### src/rtl/frame_receiver69_pkg.sv
// frame_receiver69_pkg: shared frame constants and receiver state encoding
package frame_receiver69_pkg;
  localparam logic [7:0] FRAME_START = 8'hFF;
  localparam logic [7:0] FRAME_END = 8'hFE;
  localparam int FRAME_LEN = 69;
  localparam int N_DATA = 3;
  localparam int N_MAP_BYTES = 64;
  localparam int MAP_W = 8 * N_MAP_BYTES;
  typedef enum logic [1:0] {IDLE, DATA, MAP, END} state_t;
endpackage

### src/rtl/frame_receiver69_timer.sv
// rx_timeout_timer: counts enabled cycles since the last clear and flags when LIMIT is reached
module rx_timeout_timer #(
  parameter int LIMIT = 500000
) (
  input  logic clock,
  input  logic reset,
  input  logic clear,
  input  logic enable,
  output logic done
);
  localparam int W = $clog2(LIMIT + 1);
  logic [W-1:0] cnt_q, cnt_d;
  always_comb begin
    done = cnt_q == W'(LIMIT);
    cnt_d = clear ? '0 : (enable && !done) ? cnt_q + 1'b1 : cnt_q;
  end
  always_ff @(posedge clock) begin
    if (reset) cnt_q <= '0;
    else cnt_q <= cnt_d;
  end
endmodule

### src/rtl/frame_receiver69.sv
// frame_receiver69: rebuilds a 69-byte game frame and publishes it atomically; RX_TIMEOUT_EN adds an inter-byte timeout
module frame_receiver69
  import frame_receiver69_pkg::*;
#(
  parameter logic [7:0] START_BYTE = FRAME_START,
  parameter logic [7:0] END_BYTE = FRAME_END,
  parameter int TIMEOUT_CYCLES = 500000
) (
  input  logic             clock,
  input  logic             reset,
  input  logic [7:0]       byte_in,
  input  logic             byte_valid,
  output logic [7:0]       D0,
  output logic [7:0]       D1,
  output logic [7:0]       D2,
  output logic [MAP_W-1:0] map_data,
  output logic             frame_valid,
  output logic             frame_error,
  output logic             busy,
  output logic [6:0]       byte_count
);
  state_t state_q, state_d;
  logic [6:0] cnt_q, cnt_d;
  logic [N_DATA-1:0][7:0] dsh_q, dsh_d, dout_q, dout_d;
  logic [MAP_W-1:0] msh_q, msh_d, map_q, map_d;
  logic fv_q, fv_d, fe_q, fe_d;
  logic [5:0] mi;
  logic timeout;
`ifdef RX_TIMEOUT_EN
  logic tmo_done;
  rx_timeout_timer #(.LIMIT(TIMEOUT_CYCLES)) u_timer (
    .clock  (clock),
    .reset  (reset),
    .clear  (byte_valid || state_q == IDLE),
    .enable (state_q != IDLE),
    .done   (tmo_done)
  );
  assign timeout = tmo_done && state_q != IDLE;
`else
  assign timeout = 1'b0;
`endif
  always_comb begin
    state_d = state_q;
    cnt_d = cnt_q;
    dsh_d = dsh_q;
    msh_d = msh_q;
    dout_d = dout_q;
    map_d = map_q;
    fv_d = 1'b0;
    fe_d = 1'b0;
    mi = 6'(cnt_q - 7'd4);
    if (timeout) begin
      state_d = IDLE;
      cnt_d = '0;
      fe_d = 1'b1;
    end else if (byte_valid) begin
      case (state_q)
        IDLE: begin
          state_d = byte_in == START_BYTE ? DATA : IDLE;
          cnt_d = byte_in == START_BYTE ? 7'd1 : 7'd0;
        end
        DATA: begin
          dsh_d[2'(cnt_q - 7'd1)] = byte_in;
          cnt_d = cnt_q + 7'd1;
          state_d = cnt_q == 7'(N_DATA) ? MAP : DATA;
        end
        MAP: begin
          msh_d[{mi, 3'b000} +: 8] = byte_in;
          cnt_d = cnt_q + 7'd1;
          state_d = cnt_q == 7'(FRAME_LEN - 2) ? END : MAP;
        end
        default: begin
          state_d = IDLE;
          cnt_d = '0;
          fv_d = byte_in == END_BYTE;
          fe_d = byte_in != END_BYTE;
          dout_d = fv_d ? dsh_q : dout_q;
          map_d = fv_d ? msh_q : map_q;
        end
      endcase
    end
  end
  always_ff @(posedge clock) begin
    if (reset) begin
      state_q <= IDLE;
      cnt_q <= '0;
      dsh_q <= '0;
      msh_q <= '0;
      dout_q <= '0;
      map_q <= '0;
      fv_q <= 1'b0;
      fe_q <= 1'b0;
    end else begin
      state_q <= state_d;
      cnt_q <= cnt_d;
      dsh_q <= dsh_d;
      msh_q <= msh_d;
      dout_q <= dout_d;
      map_q <= map_d;
      fv_q <= fv_d;
      fe_q <= fe_d;
    end
  end
  assign D0 = dout_q[0];
  assign D1 = dout_q[1];
  assign D2 = dout_q[2];
  assign map_data = map_q;
  assign frame_valid = fv_q;
  assign frame_error = fe_q;
  assign busy = state_q != IDLE;
  assign byte_count = cnt_q;
endmodule

### config.mk
export PLATFORM = sky130hd
export DESIGN_NAME = frame_receiver69
export DESIGN_NICKNAME = d
export VERILOG_FILES = /design/src/rtl/frame_receiver69_pkg.sv /design/src/rtl/frame_receiver69_timer.sv /design/src/rtl/frame_receiver69.sv
export SDC_FILE = /design/constraint.sdc
export NUM_CORES = 2
export LEC_CHECK = 0
export CORE_MARGIN = 3
export CORE_UTILIZATION = 30
export CTS_CLUSTER_SIZE = 10
export DETAILED_ROUTE_END_ITERATION = 10
export PLACE_DENSITY = 0.52
export SLEW_MARGIN = 20
export SYNTH_ARGS = -nofsm -noshare
export SYNTH_HDL_FRONTEND = slang
export SYNTH_SLANG_ARGS = --single-unit
### constraint.sdc
create_clock -name clock -period 3.15 [get_ports clock]
set_input_delay 0.315 -clock clock [delete_from_list [all_inputs] [get_ports clock]]
set_output_delay 0.315 -clock clock [all_outputs]
set_load 0.02 [all_outputs]
# Word level (Yosys, flattened, before mapping)
# Index checks and enable logic that the tools add are counted.
[op_classes]
addsub = 4
bitwise_logic = 2
reduce_logical = 9
order_cmp = 2
eq_ne = 7
shifts = 2
n_mux = 10
[ops]
columns = ["operator", "n"]
rows = [
  ["bitwise mux 512 bit", 1],
  ["variable shift 8 x 11 -> 512 bit (first input constant)", 1],
  ["indexed part select 8 x 11 -> 512 bit", 1],
  ["bitwise mux 24 bit", 1],
  ["demux 8 bit (select 2 bit)", 1],
  ["== test 8 bit (second input constant)", 2],
  ["one-hot mux 7 bit (2 select lines)", 1],
  ["negation 9 -> 11 bit", 1],
  ["two-way mux 8 bit", 1],
  ["!= test 8 bit (second input constant)", 1],
  ["adder 7 x 1 -> 7 bit (second input constant)", 1],
  ["== test 7 x 2 -> 1 bit (second input constant)", 1],
  ["== test 7 bit (second input constant)", 1],
  ["one-hot mux 2 bit (3 select lines)", 1],
  ["subtractor 6 x 3 -> 6 bit (second input constant)", 1],
  ["OR reduction 5 bit", 1],
  ["AND reduction 2 bit", 2],
  ["< comparator 2 x 3 -> 1 bit (second input constant)", 1],
  ["two-way mux 1 bit", 3],
  ["AND reduction 3 bit", 1],
  ["OR reduction 3 bit", 1],
  ["== test 2 x 1 -> 1 bit (second input constant)", 1],
  ["== test 2 bit (second input constant)", 1],
  [">= comparator 2 x 1 -> 1 bit (second input constant)", 1],
  ["7 further kinds", 8],
]
[word_totals]
inputBits = 11
output_inout_bits = 546
reg_bits = 1083
word_cells = 48

# Longest topological paths before layout
[logic_depth]
depth_word = 6
depth_mapped = 11

# Worst setup path before layout
# Ideal clock, no wire load.
[synth_path]
path_kind = "register to register"
startpoint = "register cnt_q[2], in the netlist byte_count[2]"
endpoint = "register msh_q[56]"
setup_ns = 0.125
arrival_ns = 2.940
path_stages_with_launch = 11
period_less_slack_ns = 3.066
t_required_ns = 3.025
slack_ns = 0.084
path_cell_list = "dfxtp_1 buf_2 buf_2 inv_1 ha_1 buf_2 nor3_1 o211ai_1 a21boi_1 nand3_2 mux2i_1"
[synth_via]
elab_chain_cells = 4
[synth_lines]
columns = ["element", "line_no", "rtl"]
rows = [
  ["start, declared", "frame_receiver69.sv:23", "logic [6:0] cnt_q, cnt_d;"],
  ["start signal, assigned", "frame_receiver69.sv:95", "cnt_q <= cnt_d;"],
  ["subtractor 6 x 3 -> 6 bit (*)", "frame_receiver69.sv:51", "mi = 6'(cnt_q - 7'd4);"],
  ["negation 9 -> 11 bit (*)", "frame_receiver69.sv:68", "msh_d[{mi, 3'b000} +: 8] = byte_in;"],
  ["indexed part select 8 x 11 -> 512 bit or variable shift 8 x 11 -> 512 bit (tied branches)", "frame_receiver69.sv:68", ""],
  ["bitwise mux 512 bit (*)", "frame_receiver69.sv:68", ""],
  ["end signal, assigned", "frame_receiver69.sv:97", "msh_q <= msh_d;"],
  ["end, declared", "frame_receiver69.sv:25", "logic [MAP_W-1:0] msh_q, msh_d, map_q, map_d;"],
]
# Mark *: on every way between the ends. The rest lies on a longest branch, timed or not.
# A chain may end at the register's enable or synchronous reset.

# Final worst setup path
[layout_path]
startpoint = "register cnt_q[2], in the netlist byte_count[2]"
endpoint = "register msh_q[21]"
# The elaborated chain is that of the path after synthesis.

==> results by group <==
Outcome
  – Status: complete, no violations

Timing
  – Hold Vio Cnt, Final: 0
  – Slew HR: 30.1%
  – Fin Hold WS: 0.146 ns
  – Unrepaired setup endpoints after global routing: false
  – FMAX: 0.338 GHz
  – Slew @ Worst Pin: 1.04 ns
  – Final setup violating endpoints: 0
  – Setup WS post-layout: 0.192 ns
  – Minimum clock period: 2.96 ns
  – Final Max Tran Viols: 0
  – Final clock skew: 0.0316 ns
  – Final Cycle Share: 93.9%

Worst setup path
  – Crit path DAT: 3.63 ns
  – Critical path class: flop to flop
  – CP max FO: 9
  – CP max stage delay: 0.61 ns
  – R2R depth: 7
  – Req. time, crit path: 3.82 ns
  – Flop-to-flop setup slack: 0.19 ns
  – Cell-by-cell trace of the critical path: inv_1, ha_1, and4bb_2, nand3_1, nand2_1, nand3_1, mux2i_1
  – CP delay by family, top: simple AND/OR/NAND/NOR gates
  – Buffers plus inverters on the worst setup path: 1
  – Most common cell on crit path: nand3_1
  – Critical path's slowest cell: nand2_1
  – Critical Path Stages: 7
  – CP Launch Type: flop
  – Crit. End Element: flop

Yosys
  – EDFF count, synth: 0
  – Synth unique cells: 66
  – Sequential share of the synthesized area: 52.5%
  – Syn Std Cell Area: 41300 µm²
  – Seq cells post-synth: 1083
  – Synth Warn #: 0
  – Post-Synthesis Cells: 4587
  – Syn_area_per_cell: 9.00 µm²
  – Ys async rst share: 0%
  – Top FF cell, synth: dfxtp_1
  – Syn_nets: 4611

Placement
  – Placed Cells: 6731
  – Routability congestion estimate: 0.854
  – Dpl hpwl: 109 mm
  – PortBufs: 556
  – Setup WS pre-CTS: 0.00765 ns

Drt
  – 1st-iter DRT viols: 2138
  – Wire per inst: 22.6 µm
  – Via count of the routed design: 33000
  – Final WL: 157 mm
  – Residual DRC: 0
  – First drt pass iteration count: 5
  – DR vias/cell: 4.77
  – Post-route ant nets: 0

Floorplanning
  – Starting Density: 30.4%
  – Ports: 557
  – Die Y: 377 µm
  – Die area: 142000 µm²
  – Core area: 136000 µm²
  – Die W: 377 µm
  – # rows: 135

Global route
  – Largest net degree at the start of global routing: 154
  – First-pass GRT wire length: 224 mm
  – Initial antenna violation count: 5
  – Vias in the first global route: 32000
  – Total GRT Usage: 21.4%
  – GR Overflow Total: 0

Pwr
  – VDD IR max: 360 µV
  – Leakage: 20.1 nW
  – Pwr/cell area: 533 nW/µm²

Clock tree
  – CTS tree: yes
  – TritonCTS buffer count: 132
  – CTS clock-pin slew for the worst setup and hold paths: 0.05 ns
  – # clock sinks: 1083
  – Clock Tree Root: clkbuf_16
  – CTS H-tree lvls: 4
  – Clock buffer depth: 3
  – Clk Latency, worst-skew pair: 0.77 ns

Min path
  – Worst Hold Depth: 2
  – Min-delay worst type: input port to flop

Final layout
  – Nets: 5113
  – Util after Layout: 39.0%
  – Share of cells above drive strength 1: 8.42%
  – Final Non-Filler Cells: 6922
  – Area Overhead vs Synth: 28.6%

Flow run
  – Max_cap viols: 0
==> worst reg2reg max path, cell delays in order, from the launching register on <==
cell,delay [ns]
dfxtp_1,0.32
inv_1,0.07
ha_1,0.51
and4bb_2,0.34
nand3_1,0.11
nand2_1,0.61
nand3_1,0.59
mux2i_1,0.31
==> power by group <==
part	total [mW]	switching (mW)	internal [mW]
clock	14.0	5.91	8.06
combinational	0.607	0.448	0.159
sequential	13.7	0.0000628	13.7
==> synthesized netlist by cell type (all sizes together) (3+ instances only) <==
cell / instances / area [µm²]
nor3b: 3 / 22.5
nor4: 8 / 80.1
inv: 9 / 33.8
a32o: 3 / 30.0
nand2b: 499 / 3120
nor4b: 3 / 71.3
a21oi: 565 / 2830
and3b: 3 / 26.3
nand4b: 7 / 61.3
nand3: 110 / 706
a21boi: 6 / 45.0
ha: 13 / 163
mux2i: 468 / 4680
nand2: 1181 / 4500
xor2: 5 / 51.3
or3: 55 / 344
nor3: 17 / 111
nand3b: 24 / 180
a31oi: 3 / 18.8
xnor2: 6 / 67.6
nor2b: 11 / 68.8
nor2: 48 / 183
or2: 28 / 175
or3b: 7 / 61.3
o21ai: 54 / 278
dfxtp: 1083 / 21700
a211oi: 3 / 32.5
and3: 8 / 50.1
buf: 67 / 357
clkbuf: 261 / 980
and2: 3 / 18.8
a32oi: 3 / 26.3
==> worst paths after layout <==
check / startpoint / to
setup / recovery: byte_count[2] / msh_q[21]
hold / removal: reset / map_data[159]
setup reg to reg: byte_count[2] / msh_q[21]
hold reg to reg: msh_q[196] / map_data[196]
==> layout by cell type, fill, tap and decap left out, drive strengths merged, types with 24 or more instances in the layout <==
master         count
nand3            110
nand2           1181
clkdlybuf4s50    547
clkbuf           164
nand3b            24
buf              147
nor2              49
o21ai             54
dfxtp           1083
or3               55
nand2b           499
mux2i            468
a21oi            565
or2               28
==> per-layer routing <==
layer | routed length [µm] | vias to the layer above | GRT usage (%)
met5 | 0 | - | 0
met4 | 4130 | 0 | 6.33
met3 | 10400 | 187 | 6.01
met2 | 74000 | 801 | 35.2
met1 | 68200 | 15900 | 27.3
li1 | - | 16100 | -
==> stage by stage <==
step	power, mW	TNS (ns)	cell area (µm²)
floorplan	14.3	0	41300
global placement	14.6	-1.52	49100
detailed placement	14.6	0	49200
CTS	28.7	0	53000
global route	29.2	0	53100
finish	28.3	0	53100
==> flip-flops by register name (all words and copies together) (netlist names) <==
name,cells
D1,8
msh_q,512
frame_valid,1
map_data,512
dsh_q,24
D2,8
byte_count,7
frame_error,1
state_q,2
D0,8
==> logic make-up after synthesis <==
family                   synth area share (%)
AO/OA/AOI/OAI                            8.21
multiplexers                             11.4
adder cells (fa/ha/maj)                 0.394
XOR/XNOR                                0.288
flip-flops                               52.5
AND/OR/NAND/NOR                          23.9
buffers and inverters                    3.32
==> layout make-up <==
class                           count  area (µm²)
Clock inverter                     22         350
Antenna cell                        1        2.50
Timing Repair Buffer              695        6910
Inverter                            9        33.8
Multi-Input combinational cell   3168       18400
Sequential cell                  1083       21700
Tap cell                         1781        2230
Fill cell                       13700       82900
Clock buffer                      163        3490
==> timing repair <==
| action | CTS | global route |
|---|---|---|
| gates resized for setup | 0 | 3 |
| pin swaps | 1 | 2 |
| endpoints found under the setup margin | 2 | 43 |
| hold buffers | 0 | 0 |
| gates cloned | 0 | 1 |
| setup buffers | 0 | 4 |
| endpoints found under the hold margin | 0 | 0 |
Power figures use the tool's default switching activity.
